<file path="src/rtl/clint_timer_pkg.sv">
`default_nettype none
// +----------------------------------------------------------------------------+
// | Module      : clint_timer_pkg                                              |
// | Description : Shared definitions for the core-local interruptor: register  |
// |               offsets inside the CLINT window, bus FSM state encodings and |
// |               the mtimecmp reset value.                                    |
// | Revision    : 1.0 - initial release                                        |
// +----------------------------------------------------------------------------+
package clint_timer_pkg;

  // Byte offsets of the mapped registers (all word aligned).
  localparam logic [15:0] CLINT_MSIP_OFF        = 16'h0000;
  localparam logic [15:0] CLINT_MTIMECMP_LO_OFF = 16'h4000;
  localparam logic [15:0] CLINT_MTIMECMP_HI_OFF = 16'h4004;
  localparam logic [15:0] CLINT_MTIME_LO_OFF    = 16'hBFF8;
  localparam logic [15:0] CLINT_MTIME_HI_OFF    = 16'hBFFC;

  // Bus responder FSM encoding.
  localparam int unsigned CLINT_STATE_W = 1;
  localparam logic [CLINT_STATE_W-1:0] CLINT_IDLE = 1'b0;
  localparam logic [CLINT_STATE_W-1:0] CLINT_RESP = 1'b1;

  // mtimecmp resets to all-ones so no timer interrupt is raised out of reset.
  localparam logic [63:0] CLINT_MTIMECMP_RST = 64'hFFFF_FFFF_FFFF_FFFF;

endpackage : clint_timer_pkg
`default_nettype wire

</file>
<file path="src/rtl/clint_timer_mtime.sv">
`default_nettype none
// +----------------------------------------------------------------------------+
// | Module      : clint_timer_mtime                                            |
// | Description : Prescaler plus the 64-bit mtime counter with independent     |
// |               32-bit half-word write ports. Optional macro                 |
// |               CLINT_TIME_LATCH_EN adds a shadow of mtime[63:32] captured   |
// |               on every mtime-lo read, giving tear-free lo-then-hi reads.   |
// | Ports       : clk, rst_n        clock / async active-low reset             |
// |               wr_lo_i, wr_hi_i  write strobe for mtime[31:0] / [63:32]     |
// |               rd_lo_i           accepted read of mtime lo (shadow capture) |
// |               wdata_i           32-bit write data                          |
// |               tick_o            prescaler tick (mtime increments)          |
// |               mtime_lo_o        live mtime[31:0]                           |
// |               mtime_hi_rd_o     value returned by an mtime-hi read         |
// |               mtime_next_o      mtime value after the current edge         |
// | Revision    : 1.0 - initial release                                        |
// +----------------------------------------------------------------------------+
module clint_timer_mtime #(
  parameter int unsigned PRESCALE = 1
) (
  input  logic        clk,
  input  logic        rst_n,
  input  logic        wr_lo_i,
  input  logic        wr_hi_i,
  input  logic        rd_lo_i,
  input  logic [31:0] wdata_i,
  output logic        tick_o,
  output logic [31:0] mtime_lo_o,
  output logic [31:0] mtime_hi_rd_o,
  output logic [63:0] mtime_next_o
);

  localparam int unsigned CNT_W = (PRESCALE > 1) ? $clog2(PRESCALE) : 1;
  localparam logic [CNT_W-1:0] CNT_MAX = CNT_W'(PRESCALE - 1);

  logic [CNT_W-1:0] cnt_q, cnt_d;
  logic [63:0]      mtime_q, mtime_d;

  assign tick_o = (cnt_q == CNT_MAX);
  assign cnt_d  = tick_o ? '0 : cnt_q + CNT_W'(1);

  // A half-word write replaces only its own half and suppresses the tick's
  // increment for that edge; the untouched half keeps its pre-edge value.
  always_comb begin
    mtime_d = tick_o ? (mtime_q + 64'd1) : mtime_q;
    if (wr_lo_i) begin
      mtime_d = {mtime_q[63:32], wdata_i};
    end else if (wr_hi_i) begin
      mtime_d = {wdata_i, mtime_q[31:0]};
    end
  end

  always_ff @(posedge clk or negedge rst_n) begin
    if (!rst_n) begin
      cnt_q   <= '0;
      mtime_q <= '0;
    end else begin
      cnt_q   <= cnt_d;
      mtime_q <= mtime_d;
    end
  end

  assign mtime_lo_o   = mtime_q[31:0];
  assign mtime_next_o = mtime_d;

`ifdef CLINT_TIME_LATCH_EN
  logic [31:0] shadow_q, shadow_d;

  // The shadow captures the pre-edge high half, matching the pre-edge value
  // returned by the lo read that triggered the capture.
  always_comb begin
    shadow_d = shadow_q;
    if (wr_hi_i) begin
      shadow_d = wdata_i;
    end else if (rd_lo_i) begin
      shadow_d = mtime_q[63:32];
    end
  end

  always_ff @(posedge clk or negedge rst_n) begin
    if (!rst_n) begin
      shadow_q <= '0;
    end else begin
      shadow_q <= shadow_d;
    end
  end

  assign mtime_hi_rd_o = shadow_q;
`else
  logic unused_rd_lo;
  assign unused_rd_lo  = rd_lo_i;
  assign mtime_hi_rd_o = mtime_q[63:32];
`endif

endmodule : clint_timer_mtime
`default_nettype wire

</file>
<file path="src/rtl/clint_timer.sv">
`default_nettype none
// +----------------------------------------------------------------------------+
// | Module      : clint_timer                                                  |
// | Description : Core-local interruptor. Memory-mapped responder holding      |
// |               msip, the 64-bit mtimecmp and (via clint_timer_mtime) the    |
// |               64-bit mtime; drives registered msip/mtip into the core.     |
// |               Optional macro CLINT_TIME_LATCH_EN enables the tear-free     |
// |               mtime-hi shadow read.                                        |
// | Ports       : clk, rst_n                 clock / async active-low reset    |
// |               req_valid/ready/we/addr/wdata   request channel              |
// |               rsp_valid/ready/rdata/err       response channel             |
// |               msip, mtip                  interrupt levels to the core     |
// | Revision    : 1.0 - initial release                                        |
// +----------------------------------------------------------------------------+
module clint_timer
  import clint_timer_pkg::*;
#(
  parameter int unsigned PRESCALE = 1,
  parameter int unsigned ADDR_W   = 16
) (
  input  logic              clk,
  input  logic              rst_n,
  input  logic              req_valid,
  output logic              req_ready,
  input  logic              req_we,
  input  logic [ADDR_W-1:0] req_addr,
  input  logic [31:0]       req_wdata,
  output logic              rsp_valid,
  input  logic              rsp_ready,
  output logic [31:0]       rsp_rdata,
  output logic              rsp_err,
  output logic              msip,
  output logic              mtip
);

  localparam logic [ADDR_W-1:0] MSIP_OFF   = ADDR_W'(CLINT_MSIP_OFF);
  localparam logic [ADDR_W-1:0] CMP_LO_OFF = ADDR_W'(CLINT_MTIMECMP_LO_OFF);
  localparam logic [ADDR_W-1:0] CMP_HI_OFF = ADDR_W'(CLINT_MTIMECMP_HI_OFF);
  localparam logic [ADDR_W-1:0] TIME_LO_OFF = ADDR_W'(CLINT_MTIME_LO_OFF);
  localparam logic [ADDR_W-1:0] TIME_HI_OFF = ADDR_W'(CLINT_MTIME_HI_OFF);

  logic [CLINT_STATE_W-1:0] state_q, state_d;

  logic        msip_q, msip_d;
  logic        mtip_q, mtip_d;
  logic [63:0] mtimecmp_q, mtimecmp_d;
  logic [31:0] rsp_rdata_q, rsp_rdata_d;
  logic        rsp_err_q, rsp_err_d;

  logic        accept, wr_en;
  logic        aligned;
  logic        sel_msip, sel_cmp_lo, sel_cmp_hi, sel_time_lo, sel_time_hi, sel_err;
  logic [31:0] rd_val;

  logic        mtime_tick;
  logic [31:0] mtime_lo, mtime_hi_rd;
  logic [63:0] mtime_next;

  // ---------------------------------------------------------------- decode
  assign accept  = (state_q == CLINT_IDLE) && req_valid;
  assign wr_en   = accept && req_we;
  assign aligned = (req_addr[1:0] == 2'b00);

  assign sel_msip    = aligned && (req_addr == MSIP_OFF);
  assign sel_cmp_lo  = aligned && (req_addr == CMP_LO_OFF);
  assign sel_cmp_hi  = aligned && (req_addr == CMP_HI_OFF);
  assign sel_time_lo = aligned && (req_addr == TIME_LO_OFF);
  assign sel_time_hi = aligned && (req_addr == TIME_HI_OFF);
  assign sel_err     = !(sel_msip || sel_cmp_lo || sel_cmp_hi || sel_time_lo || sel_time_hi);

  // ---------------------------------------------------------------- mtime
  clint_timer_mtime #(
    .PRESCALE (PRESCALE)
  ) u_mtime (
    .clk           (clk),
    .rst_n         (rst_n),
    .wr_lo_i       (wr_en && sel_time_lo),
    .wr_hi_i       (wr_en && sel_time_hi),
    .rd_lo_i       (accept && !req_we && sel_time_lo),
    .wdata_i       (req_wdata),
    .tick_o        (mtime_tick),
    .mtime_lo_o    (mtime_lo),
    .mtime_hi_rd_o (mtime_hi_rd),
    .mtime_next_o  (mtime_next)
  );

  logic unused_tick;
  assign unused_tick = mtime_tick;

  // ---------------------------------------------------------------- registers
  always_comb begin
    msip_d     = msip_q;
    mtimecmp_d = mtimecmp_q;
    if (wr_en) begin
      if (sel_msip)   msip_d            = req_wdata[0];
      if (sel_cmp_lo) mtimecmp_d[31:0]  = req_wdata;
      if (sel_cmp_hi) mtimecmp_d[63:32] = req_wdata;
    end
  end

  // Compare the post-edge values so mtip tracks exactly one cycle behind
  // either a counter crossing or a software update of mtimecmp.
  assign mtip_d = (mtime_next >= mtimecmp_d);

  // Read data reflects register contents before the accepting edge.
  always_comb begin
    rd_val = 32'h0;
    if (sel_msip)    rd_val = {31'h0, msip_q};
    if (sel_cmp_lo)  rd_val = mtimecmp_q[31:0];
    if (sel_cmp_hi)  rd_val = mtimecmp_q[63:32];
    if (sel_time_lo) rd_val = mtime_lo;
    if (sel_time_hi) rd_val = mtime_hi_rd;
  end

  always_comb begin
    rsp_rdata_d = rsp_rdata_q;
    rsp_err_d   = rsp_err_q;
    if (accept) begin
      rsp_err_d   = sel_err;
      rsp_rdata_d = (req_we || sel_err) ? 32'h0 : rd_val;
    end
  end

  always_ff @(posedge clk or negedge rst_n) begin
    if (!rst_n) begin
      msip_q      <= 1'b0;
      mtip_q      <= 1'b0;
      mtimecmp_q  <= CLINT_MTIMECMP_RST;
      rsp_rdata_q <= 32'h0;
      rsp_err_q   <= 1'b0;
    end else begin
      msip_q      <= msip_d;
      mtip_q      <= mtip_d;
      mtimecmp_q  <= mtimecmp_d;
      rsp_rdata_q <= rsp_rdata_d;
      rsp_err_q   <= rsp_err_d;
    end
  end

  // ---------------------------------------------------------------- bus FSM
  always_ff @(posedge clk or negedge rst_n) begin
    if (!rst_n) begin
      state_q <= CLINT_IDLE;
    end else begin
      state_q <= state_d;
    end
  end

  always_comb begin
    state_d = state_q;
    case (state_q)
      CLINT_IDLE: if (req_valid) state_d = CLINT_RESP;
      CLINT_RESP: if (rsp_ready) state_d = CLINT_IDLE;
      default:    state_d = CLINT_IDLE;
    endcase
  end

  always_comb begin
    req_ready = 1'b0;
    rsp_valid = 1'b0;
    case (state_q)
      CLINT_IDLE: req_ready = 1'b1;
      CLINT_RESP: rsp_valid = 1'b1;
      default:    req_ready = 1'b0;
    endcase
  end

  assign rsp_rdata = rsp_rdata_q;
  assign rsp_err   = rsp_err_q;
  assign msip      = msip_q;
  assign mtip      = mtip_q;

endmodule : clint_timer
`default_nettype wire

</file>
<file path="config.mk">
export PLATFORM = sky130hd
export DESIGN_NAME = clint_timer
export DESIGN_NICKNAME = d
export VERILOG_FILES = /design/src/rtl/clint_timer_pkg.sv /design/src/rtl/clint_timer_mtime.sv /design/src/rtl/clint_timer.sv
export SDC_FILE = /design/constraint.sdc
export NUM_CORES = 1
export LEC_CHECK = 0
export ABC_CLOCK_PERIOD_IN_PS = 4700
export CAP_MARGIN = 0
export CELL_PAD_IN_SITES_DETAIL_PLACEMENT = 0
export CELL_PAD_IN_SITES_GLOBAL_PLACEMENT = 2
export CORE_MARGIN = 2
export CORE_UTILIZATION = 38
export CTS_CLUSTER_SIZE = 25
export DETAILED_ROUTE_END_ITERATION = 10
export HOLD_SLACK_MARGIN = 0.03
export PLACE_DENSITY = 0.89
export SETUP_SLACK_MARGIN = 0.05
export SLEW_MARGIN = 5
export SYNTH_ARGS = -nofsm -noshare
export SYNTH_HDL_FRONTEND = slang
export SYNTH_SLANG_ARGS = --single-unit
</file>
<file path="constraint.sdc">
create_clock -name clk -period 4.7 [get_ports clk]
set_clock_uncertainty 0.15 [all_clocks]
set_input_delay 0.94 -clock clk [delete_from_list [all_inputs] [get_ports clk]]
set_output_delay 0.94 -clock clk [all_outputs]
set_load 0.02 [all_outputs]
</file>
### Word-level counts from Yosys, hierarchy flattened

Cells that the tools add are included.

* reduce and logical (&&, ||, !) cells: 18
* mux-type cells: 18
* magnitude comparators: 1
* shift operators: 0
* bitwise gates (word level): 1
* equal/unequal tests: 4
* add/subtract/negate cells: 2
* multiply operators: 0
* divide/modulo/power cells: 0

Operators by type and width (number)
* $mux 64: 4
* $mux 32: 7
* $add 64x1->64 const B: 1
* $ge 64x64->1: 1
* $eq 16x15->1 const B: 2
* $eq 16x16->1 const B: 2
* $logic_not 16->1: 1
* $logic_and 1x1->1: 9
* $mux 1: 6
* $logic_or 1x1->1: 5
* $logic_not 2->1: 1
* $pmux 1 s2: 1
* $reduce_and 2->1: 1
* $add 1x1->1 const B: 1
* $logic_not 1->1: 1
* $not 1->1: 1

* bits in latches: 0
* flip-flop bits (word level): 165
* ROM bits: 0
* output and inout bits: 37
* memories kept: 0
* memory bits (writable): 0

### Longest topological paths before layout

Gate-level depths: netlist of run 1.

* depth in word-level cells: 9
* mapped depth: 17
* gate-level depth less buffers: 14

### By module

From an unflattened synthesis of run 1, not the netlist that was laid out.

* cells, all modules: 1085
* area total of the unflattened synthesis: 10268.6 um2

Modules (own cells, without submodules)
* clint_timer: cells an instance 608, area an instance 6292.3 um2, instances 1
* clint_timer_mtime: cells an instance 477, area an instance 3976.3 um2, instances 1

### Worst setup path before layout of run 1

OpenSTA, ideal clock, no wires.

* path type: input-to-reg
* start point: input port req_addr[14]
* end point: register mtip_q (netlist: mtip)
* stages on the path: 16
* setup slack: 0.457 ns
* path buffers: 3
* library setup time: 0.136 ns
* data arrival time: 3.958 ns
* cells stage by stage: buf_2 nand3b_1 nor4_4 nand2_1 nor2_1 buf_2 buf_2 nand2_1 o21ai_0 ha_1 a211oi_1 nor2_1 a211o_1 a311o_1 a211oi_1 o21ai_0

* longest elaborated chain between the ends: 6
* elaborated cells between the ends (all ways): 16

RTL lines
* from (decl): line clint_timer.sv:26 `input logic [ADDR_W-1:0] req_addr,`
* $eq 16x16->1: line clint_timer.sv:68 `assign sel_time_hi = aligned && (req_addr == TIME_HI_OFF);`
* $logic_and 1x1->1: line clint_timer.sv:68
* $logic_and 1x1->1: line clint_timer.sv:78 `.wr_hi_i (wr_en && sel_time_hi),`
* $mux 64: line clint_timer_mtime.sv:48 `end else if (wr_hi_i) begin`
* $mux 64 (*): line clint_timer_mtime.sv:46 `if (wr_lo_i) begin`
* named net mtime_next[13]: line clint_timer.sv:57 `logic [63:0] mtime_next;`
* $ge 64x64->1 (*): line clint_timer.sv:103 `assign mtip_d = (mtime_next >= mtimecmp_d);`
* named net mtip_d: line clint_timer.sv:45 `logic mtip_q, mtip_d;`
* to (signal assigned): line clint_timer.sv:133 `mtip_q <= mtip_d;`
* to (decl): line clint_timer.sv:45

Mark *: on every way through the listed nets, which the timed path passes. The rest lies on a longest branch.
A chain may end at the register's enable or synchronous reset.

### Worst setup path after layout of run 1

Ends and elaborated chain as after synthesis.

==> results.tsv, run 1 <==
stage	metric	value	unit
status	status	completed	
synth	syn_avg_cell_area	9.848	sq um
floorplan	die_y	166.9	um
finish	diodes	0	
power_and_ir_drop	powerDensity	246.8	nW/um^2
timing	worst_pin_slew	901.1	ps
synth	async_flop_share	1.000	
power_and_ir_drop	totalPowerFinal	3.077	mW
synth	synth_ff_type	dfrtp_1	
route	wl_per_cell	20.55	um
placed_design	place_area	11870	sq um
clock_tree	clock-sinks	164	
finish	drive_above_1_share	0.1912	
setup_path	max_stage_delay	500	ps
clock_tree	hold_buffers	0	
clock_tree	insertion_delay	440	ps
grt	grt_usage	0.2256	
clock_tree	clk_pin_slew	70	ps
route	wl	31.07	mm
synth	synth_fp_nets	1142	
synth	synth_edf_count	0	
floorplan	start_util	0.3870	
route	drc	0	
timing	fmax	0.2222	GHz
run	cap_violations	0	
setup_path	cp_cell_sequence	clkdlybuf4s50_1 > nand3b_1 > nor4_4 > buf_4 > and2_2 > buf_4 > or3_1 > o211ai_1 > o311ai_2 > ha_1 > a211oi_2 > o21ai_0 > a211oi_1 > o211ai_1 > a221oi_2 > o21ai_0	
synth	synth_seq_cells	164	
setup_path	crit_required	4860	ps
grt	gr-total-overflow	0	
synth	synthTopCellsByCount	mux2i_1, dfrtp_1, inv_1, nand2_1, ha_1	
timing	period_share	0.9576	
floorplan	die_area	27860	sq um
synth	synth_area_leader_cell	dfrtp_1	
placed_design	gp_congestion	0.8631	
timing	hold_viol_final	0	
power_and_ir_drop	p_leak	5.597	nW
placed_design	io_buffers	89	
route	ant_nets	0	
finish	finalNetCount	1282	
synth	syn-instance-count	1024	
hold_path	hold_path_class	reg2reg	
synth	yosysSeqAreaShare	0.4149	
finish	fillers	2449	
clock_tree	clockBufferDepth	2	
setup_path	critPathTopFamily	compound AO/OA/AOI/OAI gates	
synth	synthMostInstantiatedCell	mux2i_1	
setup_path	path_class	in2reg	
synth	ys_types	63	
setup_path	endpoint_kind	flop	
route	viasPerCell	5.576	
setup_path	cp_max_fo	10	
floorplan	io_pins	90	
power_and_ir_drop	ir_drop	0.2216	mV
route	drtIter0Drc	614	
timing	hold-worst-slack	335.9	ps
setup_path	crit_arrival	4660	ps
finish	final_area	12470	sq um
grt	grt_pass1_vias	8623	
clock_tree	cts_buffers	17	
synth	synth_top_cell_area_share	0.2481	
grt	antenna_found_initial	0	
floorplan	rows	59	
route	via_count	8431	
route	first_pass_iters	5	
finish	area_growth	23.64	%
setup_path	cp-start-kind	input port	
synth	yosysWarnings	0	
timing	relSlewSlack	0.3993	
timing	rsz0062_at_grt	false	
grt	grt_start_max_net_pins	92	
floorplan	core	26060	sq um
timing	min_period	4501	ps
floorplan	die_w	166.9	um
clock_tree	cts_tree	yes	
clock_tree	htree_levels	4	
clock_tree	ctsRootBufferMaster	clkbuf_16	
timing	finalSetupViolCount	0	
synth	syn-cell-area	10080	sq um
grt	grt_first_pass_wirelength	49.13	mm
setup_path	critPathBufInv	3	
placed_design	dpl.hpwl	23.12	mm
timing	maxSlewViolCount	0	
synth	synth_area_leaders	dfrtp_1, dfstp_2, mux2i_1	
setup_path	cp_slowest_cell	clkdlybuf4s50_1	
stage by stage:
step                setup WS [ps]  setup TNS (ps)  cells  utilization
floorplan                   456.7               0   1024            -
global placement           -165.9          -165.9   1479       0.4557
detailed placement         -208.5          -208.5   1479       0.4557
CTS                         222.3               0   1511       0.4767
global route                22.56               0   1512       0.4785
finish                      199.4               0   1512       0.4785
repair_timing:
action / in CTS / in global routing
resized for setup: 0 / 9
setup endpoints to repair: 0 / 1
setup buffers: 0 / 1
cells in the final DEF, fill, tap and decap left out, drive strengths merged, types with 5 or more instances in the layout:
cell type	netlist	routed
mux2i	105	105
dfrtp	100	100
buf	21	88
clkdlybuf4s50	0	87
inv	79	79
nand2	79	79
ha	65	65
dfstp	64	64
o21ai	55	55
nor2	43	43
o22ai	38	38
nand3	37	37
a22o	32	32
a21oi	31	31
nand4	27	27
mux2	25	25
clkbuf	33	23
nor3	20	20
a211oi	16	16
xnor2	14	14
and3	14	14
nor4	14	14
xor2	12	12
o211ai	11	11
and2	10	10
and4	9	9
o311ai	8	8
o21a	6	6
or3	6	6
or4	5	5
clkinv	0	5
worst reg2reg max path, stage by stage, from the launching register on:
cell and delay, ps:
dfrtp_1 490, and4_1 340, and3_1 280, nand4_1 190
buf_4 240, or3_4 370, o311a_1 360, nor3_2 220
ha_1 280, o21ai_0 150, o21ai_0 100, a211oi_1 280
o211ai_1 170, a221oi_2 230, o21ai_0 110
final timing paths:
check,start,to,slack [ps],cells after the start
setup / recovery,req_addr[14],mtip$_DFF_PN0_,200,16
hold / removal,rsp_err$_DFFE_PN0N_,rsp_err$_DFFE_PN0N_,340,2
setup reg to reg,u_mtime.mtime_q[24]$_DFF_PN0_,mtip$_DFF_PN0_,620,14
hold reg to reg,rsp_err$_DFFE_PN0N_,rsp_err$_DFFE_PN0N_,340,2
max in group asynchronous,rst_n,mtimecmp_q[51]$_DFF_PN1_,2980,2
min in group asynchronous,rst_n,rsp_rdata[2]$_DFFE_PN0N_,450,1
power by group:
part | switching [mW] | total [mW] | internal, mW
sequential | 0.0193 | 1.45 | 1.43
clock | 0.600 | 1.35 | 0.755
combinational | 0.160 | 0.272 | 0.112
total | 0.779 | 3.08 | 2.30
state kept, by name, indices dropped and copies added, names as in the netlist:
signal and cells:
msip 1, rsp_rdata 32, mtip 1, state_q 1, rsp_err 1, u_mtime.mtime_q 64, mtimecmp_q 64
routing by layer:
layer / GRT usage / wire, um / vias to the layer above
li1: - / - / 4058
met4: 0.05435 / 418 / 0
met1: 0.3213 / 15170 / 4160
met2: 0.3600 / 14220 / 191
met5: 0 / 0 / -
met3: 0.03565 / 1263 / 22
cell type report:
| type | count | area, sq um | area share |
|---|---|---|---|
| Clock inverter | 9 | 81.33 | 0.006523 |
| Sequential cell | 164 | 4184 | 0.3356 |
| Multi-Input combinational cell | 727 | 5434 | 0.4358 |
| Inverter | 79 | 296.5 | 0.02378 |
| Timing Repair Buffer | 175 | 1585 | 0.1271 |
| Clock buffer | 23 | 467.9 | 0.03753 |
| Tap cell | 335 | 419.2 | 0.03362 |
cells by family after synthesis:
kind of cell,count (synthesis),synth area share
AOI/OAI and AO/OA,229,0.1527
and+or+nand+nor,277,0.1453
buffers and inverters,133,0.05174
DFF,164,0.4149
xor gates and xnor gates,26,0.02258
adders and majority gates,65,0.08065
muxes,130,0.1321
Note: power is estimated with default switching activity, not from simulation.
==> run 2, diff against run 1 <==
--- a/config.mk
+++ b/config.mk
@@ -6,11 +6,8 @@
 export NUM_CORES = 1
 export LEC_CHECK = 0
 export ABC_CLOCK_PERIOD_IN_PS = 4700
-export CAP_MARGIN = 0
-export CELL_PAD_IN_SITES_DETAIL_PLACEMENT = 0
-export CELL_PAD_IN_SITES_GLOBAL_PLACEMENT = 2
 export CORE_MARGIN = 2
-export CORE_UTILIZATION = 38
+export CORE_UTILIZATION = 59
 export CTS_CLUSTER_SIZE = 25
 export DETAILED_ROUTE_END_ITERATION = 10
 export HOLD_SLACK_MARGIN = 0.03
==> run 2 against run 1 <==
Utilization rose by 26 points. Sequential power about the same. Die area fell by 35%. First-iteration DRC count grew 75%. Final area shrank 2.0%. Highest routed layer unchanged. Non-clock buffer count decreased by 19. Worst setup slack got worse by 7.7 ps. Global-route usage is 11 points higher.
==> results.tsv, run 2 (synthesis results as in run 1) <==
stage	metric	value	unit
setup_path	ff2ff_path_depth	14	
route	via_count	9035	
setup_path	cp_num_cells	16	
floorplan	die_area	18150	sq um
route	wl_per_cell	21.69	um
timing	hold_viol_final	0	
clock_tree	clk_pin_slew	70	ps
setup_path	path_class	in2reg	
setup_path	crit_arrival	4720	ps
floorplan	rows	47	
finish	finalNetCount	1263	
floorplan	die_y	134.7	um
timing	period_share	0.9592	
power_and_ir_drop	powerDensity	253.9	nW/um^2
clock_tree	cts_tree	yes	
finish	regArea	4184	sq um
setup_path	crit_required	4910	ps
floorplan	start_util	0.6060	
setup_path	cpMostUsedCell	buf_4	
setup_path	cp_cell_sequence	clkdlybuf4s50_1 > nand4bb_1 > buf_4 > nor4_4 > buf_4 > and2_1 > buf_4 > or3_1 > o211ai_1 > o311ai_1 > ha_1 > nand3_1 > or3_1 > a211oi_1 > nand2_1 > o21ai_0	
clock_tree	insertion_delay	440	ps
route	viasPerCell	6.557	
grt	grt_start_max_net_pins	107	
setup_path	max_stage_delay	520	ps
hold_path	holdCritStartpoint	rsp_err$_DFFE_PN0N_	
finish	area_growth	21.18	%
power_and_ir_drop	p_leak	5.514	nW
power_and_ir_drop	p_int	2.337	mW
hold_path	hold_path_class	reg2reg	
route	first_pass_iters	6	
placed_design	io_buffers	89	
timing	relSlewSlack	0.3217	
grt	antenna_found_initial	0	
setup_path	endpoint_kind	flop	
finish	layout_common_cells	mux2i_1, dfrtp_1, clkdlybuf4s50_1	
route	drtIter0Drc	1073	
finish	drive_above_1_share	0.1779	
power_and_ir_drop	clock_power_share	0.442	
power_and_ir_drop	p_sw	0.7653	mW
route	wl	29.89	mm
hold_path	holdPathStages	2	
run	cap_violations	0	
clock_tree	cts_buffers	17	
clock_tree	clockBufferDepth	2	
clock_tree	clock-sinks	164	
grt	grt_first_pass_wirelength	47.35	mm
power_and_ir_drop	switching_share	0.2467	
power_and_ir_drop	ir_drop	0.2809	mV
floorplan	io_pins	90	
clock_tree	hold_buffers	0	
finish	mostFrequentLayoutCell	mux2i_1	
timing	maxSlewViolCount	0	
floorplan	core	16640	sq um
setup_path	cp-start-kind	input port	
finish	final_area	12220	sq um
timing	finalSetupViolCount	0	
setup_path	cp_slowest_cell	or3_1	
finish	diodes	0	
placed_design	gp_congestion	1.023	
grt	grt_pass1_vias	9033	
finish	fillers	1140	
setup_path	critPathTopFamily	simple AND/OR/NAND/NOR gates	
clock_tree	ctsRootBufferMaster	clkbuf_16	
setup_path	worstReg2RegStart	u_mtime.mtime_q[13]$_DFF_PN0_	
timing	min_period	4508	ps
floorplan	die_w	134.7	um
timing	worst_pin_slew	1017	ps
power_and_ir_drop	totalPowerFinal	3.102	mW
timing	rsz0062_at_grt	false	
status	status	completed	
setup_path	cp-startpoint	req_addr[0]	
placed_design	place_area	11600	sq um
timing	fmax	0.2218	GHz
timing	hold-worst-slack	333.5	ps
setup_path	cp_max_fo	7	
grt	gr-total-overflow	0	
placed_design	dpl.hpwl	21.57	mm
power_and_ir_drop	pwr-share-seq	0.468	
grt	grt_usage	0.3348	
route	drc	0	
power_and_ir_drop	combPwrFrac	0.090	
clock_tree	htree_levels	4	
route	ant_nets	0	
setup_path	critPathBufInv	4	
finish	multi_input_area	5444	sq um
[run 2: cell types whose count changed in the layout (fill, tap and decap cells not counted), moves of 2 or more]
cell,change
o21ai_0,-2
o21ai_1,+2
clkinvlp_4,+2
clkinv_2,-2
buf_4,-20
[run 2: timing repair]
action	4_1_cts	5_1_grt
buffers inserted	0	1
gates resized for setup	0	13
setup endpoints to repair	0	1
[run 2: routing by layer]
metal  vias up  track usage  wire (um)
li1       4039            -          -
met1      4379       0.4496      12550
met2       529       0.5321      13770
met3        88      0.06757       2565
met4         0       0.1409        999
met5         -            0          0
[run 2: through the flow]
step / cells / setup TNS (ps) / utilization / setup slack [ps]
after floorplan: 1024 / 0 / - / 456.7
after global placement: 1345 / -81.67 / 0.6970 / -81.67
after detailed placement: 1345 / -241.0 / 0.6970 / -241.0
after CTS: 1377 / 0 / 0.7310 / 192.5
after global routing: 1378 / 0 / 0.7343 / 7.834
final: 1378 / 0 / 0.7343 / 191.6
[run 2: area by class of cell]
| cell class | instances | share of cell area |
|---|---|---|
| clock buffer | 23 | 0.03747 |
| inverter | 79 | 0.02427 |
| clock inverter | 9 | 0.008805 |
| timing repair buffer | 156 | 0.1191 |
| tap | 220 | 0.02252 |
| sequential | 164 | 0.3424 |
| multi-input combinational | 727 | 0.4455 |
[run 2: power groups by stage]
| stage | Combinational (mW) | Sequential (mW) | Clock (mW) |
|---|---|---|---|
| 3_5_place_dp | 0.267 | 1.47 | 0 |
| 5_1_grt | 0.300 | 1.45 | 1.43 |
| 6_report | 0.279 | 1.45 | 1.37 |
| 4_1_cts | 0.275 | 1.45 | 1.38 |
| 2_1_floorplan | 0.126 | 1.47 | 0 |
| 3_3_place_gp | 0.261 | 1.47 | 0 |
[run 2: path summary, 6_finish.rpt]
path | to | slack [ps]
setup / recovery | mtip$_DFF_PN0_ | 190
hold / removal | rsp_err$_DFFE_PN0N_ | 330
setup reg to reg | mtip$_DFF_PN0_ | 390
hold reg to reg | rsp_err$_DFFE_PN0N_ | 330
max in group asynchronous | mtimecmp_q[26]$_DFF_PN1_ | 3030
min in group asynchronous | u_mtime.mtime_q[38]$_DFF_PN0_ | 470
[run 2: worst min-delay path, stage by stage (launching register included)]
cell and delay [ps]:
dfrtp_1 340, nand2_1 50, nand2_1 50
==> patch 1: new RTL, settings of run 1 <==
Set the parameter `ADDR_W` to 14 (it was 16).
--- a/src/rtl/clint_timer.sv
+++ b/src/rtl/clint_timer.sv
@@ -16,7 +16,7 @@
   import clint_timer_pkg::*;
 #(
   parameter int unsigned PRESCALE = 1,
-  parameter int unsigned ADDR_W   = 16
+  parameter int unsigned ADDR_W   = 14
 ) (
   input  logic              clk,
   input  logic              rst_n,
Ports: changed (resized req_addr); port bits go from 90 to 88. No check against the original RTL was run, so the function may have changed too.
==> patch 1 against run 1 <==
Global-route usage rose by 0.68 points; cell area fell by 2.4%; power rose by 6.1%; setup slack improved by 100 ps; sequential cell count did not move; synthesized cell count rose by 2.7%; area after synthesis barely moved; routed wire length rose by 3.5%; critical path type unchanged.
==> patch 1: results (changes against run 1) <==
vias after detailed routing=8672 (+2.9%); clock latency on the worst-skew pair=440 ps (about the same); drt first-iter violations=638 (+3.9%); Clock Pin Slew Worst Setup and Hold Paths=80 ps; Worst Hold Class=in -> async; count of port buffers added during placement=87 (-2.2%); proportion of synthesized flip-flops having asynchronous set or reset=100% (unchanged); TritonCTS Buffers=17 (unchanged); worst-case register-to-register setup slack=650 ps (+30 ps); nets in the synthesized netlist=1168 (+2.3%); arrival time worst endpoint=4630 ps (-30 ps); top cells by area in the synthesized netlist=sky130_fd_sc_hd__dfrtp_1, sky130_fd_sc_hd__dfstp_2, sky130_fd_sc_hd__ha_1, sky130_fd_sc_hd__mux2i_1, sky130_fd_sc_hd__o21ai_0; post-synthesis sequential area ratio=41.5% (about the same); mean number of vias per cell=5.84 (+4.7%); antenna violations before repair=0 (unchanged); Initial DRT Pass Iterations=7 (+2); cell internal pwr=2.44 mW (+6.0%); Worst Tran Pin Value=755 ps (-146 ps); Final Wtd Congestion=0.872 (+1.1%); Max clock buf depth=2 (unchanged); biggest fanout along the worst timing path=16 (+6); H-tree Lvls=4 (unchanged); total instance count after detailed placement=1453 (-1.8%); Worst Setup SP=req_addr[1]; outcome=complete, no violations; ratio of cells with drive above 1 in the final layout=15.3% (-3.8 points); library cell contributing the largest single delay on the critical path=sky130_fd_sc_hd__or4_4; Crit path largest cell delay=610 ps (+110 ps); diode insertion count for antenna repair=0 (unchanged); post-DP HPWL=22700 µm (-1.9%); most numerous cell types in the synthesized netlist=sky130_fd_sc_hd__dfrtp_1, sky130_fd_sc_hd__nand2_1, sky130_fd_sc_hd__o21ai_0; post-placement cell area=0.0115 mm² (-3.1%); CTS root buf=sky130_fd_sc_hd__clkbuf_16; worst setup path endpoint=mtip; overall track demand over capacity in global routing=23.2% (+0.68 points); largest voltage drop on the vdd net=0.199 mV (-10%); pin count of the biggest net entering global routing=74 (-20%); via count of the first global-routing pass=8633 (+0.12%); start of the worst register-to-register path=u_mtime.mtime_q[4]; first-pass GRT wire length=50800 µm (+3.4%); number of distinct library cells after synthesis=66 (+4.8%); post-synth top area share=24.8% (about the same); cell family contributing the most delay on the critical path=simple AND/OR/NAND/NOR gates; final-stage net count=1253 (-2.3%); Static Leak=5.12 nW (-8.5%); number of warnings printed during yosys synthesis=0 (unchanged); Worst Reg-to-Reg Cells=13 (-1); mean cell area of the mapped netlist=9.59 µm² (-2.6%); final wirelength=32100 µm (+3.5%)
-- patch 1: cell count changes after synthesis, sizes merged, moves of 7 or more --
cell,run 1,this run
mux2,25,16
nand2,79,93
a21oi,31,45
a32oi,1,31
o21ai,55,89
o22ai,38,5
a22oi,0,32
mux2i,105,56
nor3,20,27
-- patch 1: power groups by stage --
stage / combinational (mW) / clock, mW / sequential (mW)
final: 0.230 / 1.57 / 1.47
after global placement: 0.229 / 0 / 1.49
after floorplan: 0.0888 / 0 / 1.49
after global routing: 0.258 / 1.65 / 1.47
after detailed placement: 0.231 / 0 / 1.49
after CTS: 0.232 / 1.59 / 1.47
-- patch 1: worst min path at each step --
stage / startpoint / to / slack, ps / depth (start not counted)
after floorplan: u_mtime.mtime_q[63] / u_mtime.mtime_q[63] / 320 / 1
after global placement: rsp_err / rsp_err / 320 / 2
after detailed placement: rsp_err / rsp_err / 320 / 2
after CTS: rsp_err / rsp_err / 340 / 2
after global routing: rst_n / rsp_rdata[7] / 360 / 1
final: rst_n / rsp_rdata[7] / 330 / 1
-- patch 1: what timing repair did --
item	4_1_cts	5_1_grt
resized for setup	1	3
buffers inserted	0	0
hold endpoints to repair	0	0
endpoints found under the setup margin	1	1
-- patch 1: per-layer routing --
layer / up-vias / track usage, % / part of all wire, %
met5: - / 0 / 0
li1: 4093 / - / -
met1: 4237 / 35.4 / 50
met2: 311 / 34.0 / 43
met3: 31 / 4.13 / 6.1
met4: 0 / 5.58 / 1.4
-- patch 1: kinds of logic (layout without fill, tap and decap cells) --
group                    count (synthesis)  count (layout)  synth area share (%)
buffers and inverters                  130             228                  5.22
XOR/XNOR                                26              26                  2.26
adder cells (fa/ha/maj)                 65              65                  8.06
AND/OR/NAND/NOR                        297             297                  15.3
multiplexers                            72              72                  7.34
AO/OA/AOI/OAI                          298             298                  20.4
flip-flops                             164             164                  41.5
-- patch 1: final cells by class --
cell class              instances  area (µm²)
clock buffers                  17         425
well taps                     335         419
inverters                      74         278
repair buffers                122        1230
flip-flops and latches        164        4180
multi-input cells             758        5420
clock inverters                15         218
fillers                      2465       13900
-- patch 1: per-stage QoR --
stage / setup WS, ps / utilization [%]
after floorplan: 935 / -
after global placement: -496 / 44.2
after detailed placement: -471 / 44.2
after CTS: 174 / 46.7
after global routing: 90.9 / 46.7
final: 300 / 46.7
==> patch 2: new RTL, flow settings as in run 1 <==
Without the edit above. `rsp_rdata_q` no longer has a reset.
--- a/src/rtl/clint_timer.sv
+++ b/src/rtl/clint_timer.sv
@@ -126,15 +126,17 @@
       msip_q      <= 1'b0;
       mtip_q      <= 1'b0;
       mtimecmp_q  <= CLINT_MTIMECMP_RST;
-      rsp_rdata_q <= 32'h0;
       rsp_err_q   <= 1'b0;
     end else begin
       msip_q      <= msip_d;
       mtip_q      <= mtip_d;
       mtimecmp_q  <= mtimecmp_d;
-      rsp_rdata_q <= rsp_rdata_d;
       rsp_err_q   <= rsp_err_d;
     end
+  end
+
+  always_ff @(posedge clk) begin
+    rsp_rdata_q <= rsp_rdata_d;
   end
 
   // ---------------------------------------------------------------- bus FSM
Formal check against the unedited RTL: not equivalent (a bounded check fails within 4 cycles, from zero or initial values and one cycle with rst_n low).
==> patch 2 against run 1 <==
The flow now finishes with violations (setup timing); worst hold slack improved by 38 ps; synthesized cell count grew 3.3%; power increased by 7.3%; utilization up 1.7 points; count of clock-buffer cells in the layout shrank 3; cell area grew 6.9%; routed wire length increased by 17%; area after synthesis increased by 3.0%; combinational power decreased by 5%; sequential cell count did not move; via count increased by 13%; largest power group is now the clock network; setup slack got worse by 230 ps.
==> patch 2: results (changes against run 1) <==
compound-gate portion of the synthesized area=16.2% (+0.97 points); number of failing setup endpoints in the final timing report=1 (+1); smallest setup slack after layout=-32.1 ps (-232 ps); Crit path largest cell delay=580 ps (+80 ps); largest family of logic cells by synthesized area=simple AND/OR/NAND/NOR gates; cell family contributing the most delay on the critical path=simple AND/OR/NAND/NOR gates; Worst Setup Slack post-DPL=-785 ps (-577 ps); met3 wire length=2280 µm (+81%); largest voltage drop on the vdd net=0.221 mV (-0.37%); post-placement cell area=0.0124 mm² (+4.7%); most numerous cell types in the synthesized netlist=sky130_fd_sc_hd__nor2_1, sky130_fd_sc_hd__nand2_1, sky130_fd_sc_hd__dfrtp_1; Post-Synth Adder-Cell Area=7.83% (-0.23 points); final wirelength=36300 µm (+17%); nets in the synthesized netlist=1176 (+3.0%); cell count after synthesis=1058 (+3.3%); post-DP HPWL=26100 µm (+13%); violated checks=setup timing; proportion of synthesized flip-flops having asynchronous set or reset=80.5% (-20 points); outcome=complete, but fails checks; post-route setup TNS=-32.1 ps (-32.1 ps); drt first-iter violations=915 (+49%); via count of the first global-routing pass=9438 (+9.5%); Final Wtd Congestion=0.892 (+3.4%); ratio of cells with drive above 1 in the final layout=25.2% (+6.1 points); first-pass GRT wire length=55800 µm (+14%); pin count of the biggest net entering global routing=105 (+14%); post-synthesis sequential area ratio=41.8% (+0.35 points)
## patch 2: final timing paths
kind,end,from,cells after the start,slack [ps]
setup / recovery,mtip,req_addr[9],17,-30
hold / removal,mtimecmp_q[63],mtimecmp_q[63],1,370
setup reg to reg,mtip,u_mtime.mtime_q[1],16,220
hold reg to reg,mtimecmp_q[63],mtimecmp_q[63],1,370
max in group asynchronous,mtimecmp_q[42],rst_n,2,2980
min in group asynchronous,u_mtime.mtime_q[57],rst_n,1,510
## patch 2: cell type report
cell class	count	area share, %
Multi-Input combinational cell	787	43.5
Sequential cell	164	32.6
Timing Repair Buffer	216	14.7
Clock buffer	20	3.35
Tap cell	341	3.20
Inverter	49	1.38
Clock inverter	12	1.33
## patch 2: cell families (layout without fill, tap and decap cells)
logic type / Yosys count / in the layout
XOR/XNOR: 27 / 27
adder cells (fa/ha/maj): 65 / 65
AND/OR/NAND/NOR: 359 / 359
AO/OA/AOI/OAI: 236 / 236
flip-flops: 164 / 164
buffers and inverters: 107 / 297
multiplexers: 100 / 100
## patch 2: routing by layer
| metal | track usage [%] | vias to the layer above |
|---|---|---|
| met5 | 0 | - |
| met4 | 7.54 | 0 |
| met3 | 5.08 | 49 |
| met2 | 41.1 | 307 |
| met1 | 34.7 | 4776 |
| li1 | - | 4361 |
## patch 2: timing repair
action | 4_1_cts | 5_1_grt
buffers inserted | 0 | 7
hold buffers | 0 | 0
endpoints found under the setup margin | 1 | 1
pin swaps | 4 | 18
gates cloned | 0 | 1
gates resized for setup | 16 | 31
## patch 2: power by group
group | total [mW] | internal [mW] | switching, mW | leakage [nW]
combinational | 0.258 | 0.108 | 0.150 | 3.34
sequential | 1.50 | 1.48 | 0.0219 | 1.76
clock | 1.54 | 0.907 | 0.632 | 0.305
total | 3.30 | 2.50 | 0.804 | 5.41
